$ cat config.mk
export PLATFORM = sky130hd
export DESIGN_NAME = irq_controller
export DESIGN_NICKNAME = d
export VERILOG_FILES = /design/src/rtl/irq_controller_pkg.sv /design/src/rtl/irq_sync_edge.sv /design/src/rtl/irq_controller.sv
export SDC_FILE = /design/constraint.sdc
export NUM_CORES = 1
export LEC_CHECK = 0
export CORE_MARGIN = 2
export CORE_UTILIZATION = 51
export DETAILED_ROUTE_END_ITERATION = 12
export GPL_TIMING_DRIVEN = 0
export MAX_ROUTING_LAYER = met4
export PLACE_DENSITY = 0.86
export SLEW_MARGIN = 20
export SYNTH_ARGS = -nofsm -noshare
export SYNTH_HDL_FRONTEND = slang
export SYNTH_HIERARCHICAL = 1
export SYNTH_SLANG_ARGS = --single-unit
$ cat constraint.sdc
create_clock -name clk -period 6.4 [get_ports clk]
set_clock_uncertainty 0.15 [all_clocks]
set_input_delay 1.28 -clock clk [delete_from_list [all_inputs] [get_ports clk]]
set_output_delay 1.28 -clock clk [all_outputs]
set_load 0.03 [all_outputs]
$ cat src/rtl/irq_controller_pkg.sv
// Shared constants for the CP0 interrupt-source block: IP bit positions,
// Status field indices, the Compare reset value and the request helper.
package irq_controller_pkg;

  localparam int unsigned DATA_W = 32;
  localparam int unsigned IRQ_W  = 8;
  localparam int unsigned N_EXT  = 5;
  localparam int unsigned N_SW   = 2;

  localparam int unsigned IRQ_TIMER  = 7;
  localparam int unsigned IRQ_EXT_LO = 2;
  localparam int unsigned IRQ_SW_LO  = 0;

  localparam int unsigned ST_IE    = 0;
  localparam int unsigned ST_EXL   = 1;
  localparam int unsigned ST_ERL   = 2;
  localparam int unsigned ST_IM_LO = 8;
  localparam int unsigned ST_IM_HI = 15;

  localparam logic [DATA_W-1:0] COMPARE_RST = 32'hFFFF_FFFF;

  // Request when any unmasked pending exists and the CPU is interruptible.
  function automatic logic irq_request(input logic [IRQ_W-1:0] pend,
                                       input logic [IRQ_W-1:0] im,
                                       input logic             ie,
                                       input logic             exl,
                                       input logic             erl);
    return (|(pend & im)) && ie && !exl && !erl;
  endfunction

endpackage

$ cat src/rtl/irq_sync_edge.sv
// One external interrupt line: multi-flop synchronizer followed by either a
// level-following pending bit or a rising-edge latch with write-1-to-clear.
module irq_sync_edge #(
  parameter int unsigned SYNC_STAGES = 2,
  parameter bit          EDGE        = 1'b0
) (
  input  logic clk,
  input  logic res,
  input  logic i_line,
  input  logic i_clr,
  output logic o_pend,
  output logic o_pend_next_c
);

  logic [SYNC_STAGES-1:0] r_sync;
  logic                   r_s_prev;
  logic                   r_pend;
  logic                   w_s;
  logic                   w_rise;
  logic                   w_pend_next;

  assign w_s = r_sync[SYNC_STAGES-1];

  // Set beats clear so an edge landing on the clear cycle is never lost.
  always_comb begin
    w_rise      = w_s & ~r_s_prev;
    w_pend_next = EDGE ? (w_rise | (r_pend & ~i_clr)) : w_s;
  end

  always_ff @(posedge clk or negedge res) begin
    if (!res) begin
      r_sync   <= '0;
      r_s_prev <= 1'b0;
      r_pend   <= 1'b0;
    end else begin
      r_sync   <= {r_sync[SYNC_STAGES-2:0], i_line};
      r_s_prev <= w_s;
      r_pend   <= w_pend_next;
    end
  end

  assign o_pend        = r_pend;
  assign o_pend_next_c = w_pend_next;

endmodule

$ cat src/rtl/irq_controller.sv
// CP0 interrupt sources: synchronized device lines, software bits and the
// Count/Compare timer, combined into the registered irq vector and extInt.
module irq_controller
  import irq_controller_pkg::*;
#(
  parameter int unsigned      SYNC_STAGES = 2,
  parameter logic [N_EXT-1:0] EDGE_MASK   = 5'b00000
) (
  input  logic              clk,
  input  logic              res,
  input  logic [N_EXT-1:0]  ext_irq,
  input  logic [N_SW-1:0]   sw_irq,
  input  logic [DATA_W-1:0] cp0_status,
  input  logic              we_count,
  input  logic              we_compare,
  input  logic [DATA_W-1:0] wdata,
  input  logic              clr_we,
  input  logic [N_EXT-1:0]  clr_mask,
  output logic [IRQ_W-1:0]  irq,
  output logic              extInt,
  output logic [DATA_W-1:0] count,
  output logic [DATA_W-1:0] compare
);

  logic [N_EXT-1:0]  w_ext_pend;
  logic [N_EXT-1:0]  w_ext_pend_next;
  logic [DATA_W-1:0] r_count;
  logic [DATA_W-1:0] r_compare;
  logic              r_timer;
  logic [N_SW-1:0]   r_sw;
  logic              r_ext_int;
  logic [DATA_W-1:0] w_count_next;
  logic [DATA_W-1:0] w_compare_next;
  logic              w_match;
  logic              w_timer_next;
  logic [IRQ_W-1:0]  w_irq_next;
  logic              w_ext_int_next;
  logic              w_unused_status;

  for (genvar gi = 0; gi < int'(N_EXT); gi++) begin : g_line
    irq_sync_edge #(
      .SYNC_STAGES(SYNC_STAGES),
      .EDGE       (EDGE_MASK[gi])
    ) u_line (
      .clk          (clk),
      .res          (res),
      .i_line       (ext_irq[gi]),
      .i_clr        (clr_we && clr_mask[gi]),
      .o_pend       (w_ext_pend[gi]),
      .o_pend_next_c(w_ext_pend_next[gi])
    );
  end

  // Timer match compares the value about to land in Count against the current Compare.
  always_comb begin
    w_count_next   = we_count ? wdata : r_count + DATA_W'(1);
    w_compare_next = we_compare ? wdata : r_compare;
    w_match        = (w_count_next == r_compare);
    w_timer_next   = we_compare ? 1'b0 : (r_timer | w_match);
  end

  always_comb begin
    w_irq_next                        = '0;
    w_irq_next[IRQ_TIMER]             = w_timer_next;
    w_irq_next[IRQ_EXT_LO +: N_EXT]   = w_ext_pend_next;
    w_irq_next[IRQ_SW_LO +: N_SW]     = sw_irq;
    w_ext_int_next = irq_request(w_irq_next,
                                 cp0_status[ST_IM_HI:ST_IM_LO],
                                 cp0_status[ST_IE],
                                 cp0_status[ST_EXL],
                                 cp0_status[ST_ERL]);
  end

  assign w_unused_status = ^{cp0_status[DATA_W-1:ST_IM_HI+1],
                             cp0_status[ST_IM_LO-1:ST_ERL+1]};

  always_ff @(posedge clk or negedge res) begin
    if (!res) begin
      r_count   <= '0;
      r_compare <= COMPARE_RST;
      r_timer   <= 1'b0;
      r_sw      <= '0;
      r_ext_int <= 1'b0;
    end else begin
      r_count   <= w_count_next;
      r_compare <= w_compare_next;
      r_timer   <= w_timer_next;
      r_sw      <= sw_irq;
      r_ext_int <= w_ext_int_next;
    end
  end

  always_comb begin
    irq                       = '0;
    irq[IRQ_TIMER]            = r_timer;
    irq[IRQ_EXT_LO +: N_EXT]  = w_ext_pend;
    irq[IRQ_SW_LO +: N_SW]    = r_sw;
  end

  assign extInt  = r_ext_int;
  assign count   = r_count;
  assign compare = r_compare;

endmodule

==> metrics.txt, run 1 <==
# TYPE chip_impl_metric gauge
chip_impl_metric{name="clk_latency",unit="ps"} 380
chip_impl_info{name="r2r_start",value="count[0]$_DFF_PN0_"} 1
chip_impl_metric{name="ctsHoldBuffers",unit=""} 0
chip_impl_info{name="timing.hold.worst.start",value="g_line[1].u_line/r_sync[0]$_DFF_PN0_"} 1
chip_impl_metric{name="ios",unit=""} 154
chip_impl_metric{name="r2r_cells",unit=""} 9
chip_impl_metric{name="firstDrtPassIters",unit=""} 5
chip_impl_info{name="crit_slowest_cell",value="or4_1"} 1
chip_impl_info{name="critical_path.cell_chain",value="clkdlybuf4s50_1 -> xnor2_1 -> o21ai_0 -> nor4_1 -> o2111ai_1 -> or4_1 -> nor4_1 -> nand4_1 -> a21oi_1"} 1
chip_impl_metric{name="cp.required",unit="ps"} 6550
chip_impl_metric{name="netlist_instances",unit=""} 516
chip_impl_metric{name="tightestPinTransition",unit="ps"} 1050
chip_impl_metric{name="tritoncts.num_buffers",unit=""} 9
chip_impl_info{name="critPathCaptureType",value="flip-flop"} 1
chip_impl_metric{name="critical_path_buf_inv_count",unit=""} 1
chip_impl_metric{name="chipWidth",unit="um"} 103
chip_impl_metric{name="final_wtd_congestion",unit=""} 0.959
chip_impl_metric{name="count_of_h_tree_levels_built_during_cts",unit=""} 3
chip_impl_metric{name="max-vdd-ir-drop",unit="V"} 0.000203
chip_impl_metric{name="cts_repair_resized_insts",unit=""} 0
chip_impl_metric{name="dp.cells",unit=""} 774
chip_impl_metric{name="report.power.total",unit="mW"} 1.50
chip_impl_metric{name="timing.setup.tns",unit="ps"} 0
chip_impl_metric{name="start_util",unit="%"} 52.1
chip_impl_metric{name="setup_viol",unit=""} 0
chip_impl_info{name="tritoncts",value="yes"} 1
chip_impl_metric{name="worst_path_largest_cell_delay",unit="ps"} 560
chip_impl_metric{name="finalHoldViolCount",unit=""} 0
chip_impl_metric{name="drt_first_iter_violations",unit=""} 318
chip_impl_metric{name="floorplan.die.height",unit="um"} 103
chip_impl_metric{name="post-route-period-util",unit="%"} 60.7
chip_impl_metric{name="synth-warning-count",unit=""} 6
chip_impl_metric{name="design.core.area",unit="um2"} 9680
chip_impl_metric{name="wire_per_inst",unit="um"} 20.9
chip_impl_info{name="outcome",value="complete, no violations"} 1
chip_impl_metric{name="grt_usage",unit="%"} 32.9
chip_impl_metric{name="powerDensity",unit="nW/um2"} 225
chip_impl_metric{name="worst_ep_arrival_time",unit="ps"} 4040
chip_impl_info{name="cp-start-kind",value="input pin"} 1
chip_impl_metric{name="timing_max_transition_violations_final",unit=""} 0
chip_impl_metric{name="worst-path-stages",unit=""} 9
chip_impl_info{name="gate_family_responsible_for_the_most_delay_along_the_worst_path",value="simple AND/OR/NAND/NOR gates"} 1
chip_impl_info{name="most_common_cell_after_layout_fill_and_taps_aside",value="clkdlybuf4s50_1"} 1
chip_impl_metric{name="cts_num_sinks",unit=""} 83
chip_impl_info{name="worst_hold_path_type",value="flip-flop to flip-flop"} 1
chip_impl_metric{name="detailroute.via_count",unit=""} 4730
chip_impl_metric{name="worst_hold_path.num_cells",unit=""} 0
chip_impl_info{name="crit_start",value="wdata[9]"} 1
chip_impl_info{name="critical_path.most_common_cell",value="nor4_1"} 1
chip_impl_metric{name="grt_start_max_net_pins",unit=""} 59
chip_impl_metric{name="clockBufferDepth",unit=""} 2
chip_impl_metric{name="areaGrowthSynthToFinish",unit="%"} 31.9
chip_impl_metric{name="routed_wl",unit="um"} 16500
chip_impl_metric{name="num-fill-cells",unit=""} 771
chip_impl_metric{name="timing.fmax",unit="GHz"} 0.257
chip_impl_metric{name="relSlewSlack",unit="%"} 29.4
chip_impl_metric{name="number_of_global_route_vias_before_repair",unit=""} 4631
chip_impl_info{name="path_class",value="input pin to flip-flop"} 1
chip_impl_metric{name="synth_nets",unit=""} 598
chip_impl_metric{name="std_cell_rows",unit=""} 36
chip_impl_metric{name="io_buffer_count",unit=""} 124
chip_impl_metric{name="p_leak",unit="nW"} 2.48
chip_impl_metric{name="clkSlewWorstSetupHoldPaths",unit="ps"} 80
chip_impl_metric{name="post_synthesis_mean_instance_area",unit="um2"} 9.78
chip_impl_info{name="unrepaired_setup_endpoints_after_global_routing",value="false"} 1
chip_impl_metric{name="synth_area",unit="um2"} 5040
chip_impl_metric{name="post_layout_nonfiller_instances",unit=""} 790
chip_impl_metric{name="cts_setup_buffers",unit=""} 0
chip_impl_info{name="most_used_cells_in_the_layout_excluding_fill_and_tap_cells",value="clkdlybuf4s50_1 (123), dfrtp_1 (51), o21ai_0 (45)"} 1
chip_impl_metric{name="path_max_fanout",unit=""} 3
chip_impl_metric{name="place_hpwl",unit="um"} 12400
chip_impl_metric{name="number_of_antenna_violations_at_the_first_check_in_global_routing",unit=""} 0
chip_impl_metric{name="antenna_cells",unit=""} 0
chip_impl_metric{name="max_cap_viols",unit=""} 0
chip_impl_metric{name="die_footprint",unit="um2"} 10700
chip_impl_metric{name="grt_remaining_overflow",unit=""} 0
chip_impl_metric{name="layout_min_cycle_time",unit="ps"} 3880
chip_impl_metric{name="fraction_of_final_layout_cells_with_drive_strength_greater_than_1",unit="%"} 16.9
chip_impl_metric{name="wire_length_of_the_first_global_routing_pass",unit="um"} 25100
chip_impl_metric{name="remaining_drc_errors",unit=""} 0
chip_impl_metric{name="drt.antenna.violating_nets",unit=""} 0
chip_impl_metric{name="drt-vias-per-instance",unit=""} 5.99
chip_impl_info{name="cts_root_buffer",value="clkbuf_8"} 1
chip_impl_metric{name="finish.net_count",unit=""} 734
-- area by class of cell --
class                           count  area, um2  area share, %
Inverter                           13       48.8          0.733
Multi-Input combinational cell    386       2650           39.8
Clock buffer                       14        163           2.44
Buffer                             34        234           3.52
Sequential cell                    83       2120           31.8
Timing Repair Buffer              125       1270           19.0
Clock inverter                      2       12.5          0.188
Tap cell                          133        166           2.50
-- per-layer routing --
metal | track usage, % | vias to the layer above | wire, um
li1 | - | 2163 | -
met1 | 41.4 | 2309 | 6820
met2 | 53.6 | 224 | 8150
met3 | 6.92 | 34 | 1140
met4 | 9.82 | 0 | 365
met5 | - | - | 0
-- through the flow --
step	hold slack [ps]	worst slack, ps	area (um2)	util (%)
6_report	203	2520	6650	68.7
5_1_grt	220	2450	6650	68.7
4_1_cts	209	2560	6650	68.7
3_5_place_dp	188	2160	6480	66.9
3_3_place_gp	182	989	6450	66.6
2_1_floorplan	181	2630	5040	-
-- state kept, by name (all words and copies together) (netlist names) --
name,count
compare,32
count,32
g_line.u_line/r_sync,10
g_line.u_line/o_pend,5
r_sw,2
extInt,1
r_timer,1
-- where the power goes --
| part | internal, mW | total, mW | switching [mW] |
|---|---|---|---|
| Sequential | 0.587 | 0.654 | 0.0665 |
| Combinational | 0.214 | 0.491 | 0.277 |
| Clock | 0.162 | 0.355 | 0.193 |
-- final timing paths --
kind                                                        end  slack [ps]
hold / removal             g_line[1].u_line/r_sync[1]$_DFF_PN0_         200
max in group asynchronous               compare[23]$_DFFE_PN1P_        4770
min in group asynchronous                    count[2]$_DFF_PN0_         660
hold reg to reg            g_line[1].u_line/r_sync[1]$_DFF_PN0_         200
setup reg to reg                              r_timer$_DFF_PN0_        2780
setup / recovery                              r_timer$_DFF_PN0_        2520
(Power assumes the default switching activity.)
==> inputs of run 2 (changes only) <==
--- a/config.mk
+++ b/config.mk
@@ -6,11 +6,11 @@
 export NUM_CORES = 1
 export LEC_CHECK = 0
 export CORE_MARGIN = 2
-export CORE_UTILIZATION = 51
+export CORE_UTILIZATION = 48
 export DETAILED_ROUTE_END_ITERATION = 12
 export GPL_TIMING_DRIVEN = 0
 export MAX_ROUTING_LAYER = met4
-export PLACE_DENSITY = 0.86
+export PLACE_DENSITY = 0.82
 export SLEW_MARGIN = 20
 export SYNTH_ARGS = -nofsm -noshare
 export SYNTH_HDL_FRONTEND = slang
==> constraint.sdc (replaced) <==
create_clock -name clk -period 4 [get_ports clk]
set_clock_uncertainty 0.15 [all_clocks]
set_input_delay 0.8 -clock clk [delete_from_list [all_inputs] [get_ports clk]]
set_output_delay 0.8 -clock clk [all_outputs]
set_load 0.03 [all_outputs]
==> metrics.txt, run 2 (synthesis gave the netlist of run 1 again) <==
# TYPE chip_impl_metric gauge
chip_impl_metric{name="area_used_by_multi_input_combinational_logic",unit="um2"} 2650
chip_impl_metric{name="cts_repair_resized_insts",unit=""} 0
chip_impl_info{name="cts_root_buffer",value="clkbuf_8"} 1
chip_impl_metric{name="place_hpwl",unit="um"} 12600
chip_impl_metric{name="grt_usage",unit="%"} 31.1
chip_impl_info{name="most_common_cell_after_layout_fill_and_taps_aside",value="clkdlybuf4s50_1"} 1
chip_impl_metric{name="report.power.total",unit="mW"} 2.58
chip_impl_metric{name="drt.antenna.violating_nets",unit=""} 0
chip_impl_metric{name="post-route-period-util",unit="%"} 90.5
chip_impl_metric{name="powerDensity",unit="nW/um2"} 384
chip_impl_metric{name="timing.fmax",unit="GHz"} 0.276
chip_impl_metric{name="clkSlewWorstSetupHoldPaths",unit="ps"} 90
chip_impl_info{name="unrepaired_setup_endpoints_after_global_routing",value="false"} 1
chip_impl_metric{name="wire_length_of_the_first_global_routing_pass",unit="um"} 25700
chip_impl_metric{name="finalHoldViolCount",unit=""} 0
chip_impl_metric{name="number_of_antenna_violations_at_the_first_check_in_global_routing",unit=""} 0
chip_impl_info{name="crit_slowest_cell",value="nor4_1"} 1
chip_impl_metric{name="fraction_of_final_layout_cells_with_drive_strength_greater_than_1",unit="%"} 17.2
chip_impl_metric{name="path_max_fanout",unit=""} 7
chip_impl_metric{name="tightestPinTransition",unit="ps"} 989
chip_impl_metric{name="remaining_drc_errors",unit=""} 0
chip_impl_metric{name="num-fill-cells",unit=""} 864
chip_impl_metric{name="design.core.area",unit="um2"} 10300
chip_impl_info{name="cp-start-kind",value="flip-flop"} 1
chip_impl_info{name="critPathCaptureType",value="flip-flop"} 1
chip_impl_metric{name="placedInstanceArea",unit="um2"} 6480
chip_impl_info{name="tritoncts",value="yes"} 1
chip_impl_metric{name="timing_max_transition_violations_final",unit=""} 0
chip_impl_info{name="outcome",value="complete, no violations"} 1
chip_impl_metric{name="relSlewSlack",unit="%"} 33.4
chip_impl_metric{name="max_cap_viols",unit=""} 0
chip_impl_metric{name="grt_remaining_overflow",unit=""} 0
chip_impl_metric{name="finish.net_count",unit=""} 734
chip_impl_metric{name="clockBufferDepth",unit=""} 2
chip_impl_metric{name="number_of_global_route_vias_before_repair",unit=""} 4651
chip_impl_metric{name="ctsHoldBuffers",unit=""} 0
chip_impl_metric{name="cts_setup_buffers",unit=""} 0
chip_impl_metric{name="start_util",unit="%"} 49.1
chip_impl_metric{name="setup_viol",unit=""} 0
chip_impl_metric{name="grt_start_max_net_pins",unit=""} 53
chip_impl_metric{name="drt-vias-per-instance",unit=""} 5.93
chip_impl_metric{name="antenna_cells",unit=""} 0
chip_impl_info{name="path_class",value="flip-flop to flip-flop"} 1
chip_impl_info{name="r2r_start",value="count[0]$_DFF_PN0_"} 1
chip_impl_metric{name="p_leak",unit="nW"} 2.52
chip_impl_metric{name="register_to_register_setup_slack",unit="ps"} 380
chip_impl_metric{name="areaGrowthSynthToFinish",unit="%"} 33.2
chip_impl_metric{name="chipWidth",unit="um"} 107
chip_impl_info{name="worstReg2RegEnd",value="r_timer$_DFF_PN0_"} 1
chip_impl_metric{name="io_buffer_count",unit=""} 124
chip_impl_metric{name="worst_hold_slack",unit="ps"} 199
chip_impl_metric{name="cts_num_sinks",unit=""} 83
chip_impl_metric{name="r2r_cells",unit=""} 9
chip_impl_metric{name="tritoncts.num_buffers",unit=""} 9
chip_impl_metric{name="layout_min_cycle_time",unit="ps"} 3620
chip_impl_info{name="worst_hold_path_type",value="input pin to async pin"} 1
chip_impl_metric{name="std_cell_rows",unit=""} 37
chip_impl_metric{name="ios",unit=""} 154
chip_impl_metric{name="cp.required",unit="ps"} 4160
chip_impl_metric{name="die_footprint",unit="um2"} 11300
chip_impl_metric{name="finish.utilization",unit="%"} 65.4
chip_impl_metric{name="wire_per_inst",unit="um"} 21.1
chip_impl_metric{name="worst_ep_arrival_time",unit="ps"} 3780
chip_impl_metric{name="regArea",unit="um2"} 2120
chip_impl_metric{name="layout.cell_area.non_filler",unit="um2"} 6720
chip_impl_metric{name="worst_path_largest_cell_delay",unit="ps"} 950
chip_impl_info{name="most_used_cells_in_the_layout_excluding_fill_and_tap_cells",value="clkdlybuf4s50_1 (123), dfrtp_1 (51), o21ai_0 (45)"} 1
chip_impl_info{name="critical_path.most_common_cell",value="nand4_1"} 1
chip_impl_metric{name="floorplan.die.height",unit="um"} 107
chip_impl_metric{name="max-vdd-ir-drop",unit="V"} 0.000196
chip_impl_metric{name="drt_first_iter_violations",unit=""} 362
chip_impl_metric{name="routed_wl",unit="um"} 16700
chip_impl_metric{name="final_wtd_congestion",unit=""} 0.928
chip_impl_metric{name="clk_latency",unit="ps"} 380
chip_impl_metric{name="firstDrtPassIters",unit=""} 4
chip_impl_metric{name="detailroute.via_count",unit=""} 4706
chip_impl_metric{name="count_of_h_tree_levels_built_during_cts",unit=""} 3
chip_impl_info{name="critical_path.cell_chain",value="ha_1 -> nand4_1 -> nor4_1 -> a311o_1 -> a31o_2 -> nand4_1 -> a2111oi_2 -> nand4_1 -> a21oi_1"} 1
==> run 2: area by class of cell <==
type                    count  share of cell area (%)
plain buffers              34                    3.48
clock inverters             6                    1.68
clock buffers              10                    1.90
inverters                  13                   0.726
multi-input cells         386                    39.4
well taps                 136                    2.53
repair buffers            125                    18.8
flip-flops and latches     83                    31.5
==> run 2: critical path, delay by kind of cell, from the launching register on <==
family          cells  cell delay (ps)
simple gates        4             1620
fa+ha+maj           1              270
flops               1              490
compound gates      4             1000
==> run 2: per-layer routing <==
metal / track usage, % / wire length (um) / vias up / share of wire (%)
li1: - / - / 2169 / -
met1: 39.4 / 7100 / 2327 / 42
met2: 50.1 / 8320 / 178 / 50
met5: - / 0 / - / 0
met3: 4.84 / 899 / 32 / 5.4
met4: 12.8 / 429 / 0 / 2.6
==> run 2: where the power goes <==
part,switching (mW),internal [mW]
Clock,0.331,0.417
Sequential,0.105,0.939
Combinational,0.445,0.343
==> run 2: metrics by stage <==
step           setup WS [ps]  cells  setup TNS (ps)
6_report                 379    793               0
5_1_grt                  125    793               0
4_1_cts                  407    793               0
3_5_place_dp             263    777               0
3_3_place_gp            -941    776          -47760
2_1_floorplan            711    516               0
==> run 2: how the worst max path moves through the flow <==
stage                                   from                  end  cells after the start
after global placement                   res  count[23]$_DFF_PN0_                      1
after detailed placement            we_count    r_timer$_DFF_PN0_                      9
after global routing      count[1]$_DFF_PN0_    r_timer$_DFF_PN0_                      9
final                     count[0]$_DFF_PN0_    r_timer$_DFF_PN0_                      9
after CTS                 count[0]$_DFF_PN0_    r_timer$_DFF_PN0_                      9
after floorplan                     we_count    r_timer$_DFF_PN0_                      9
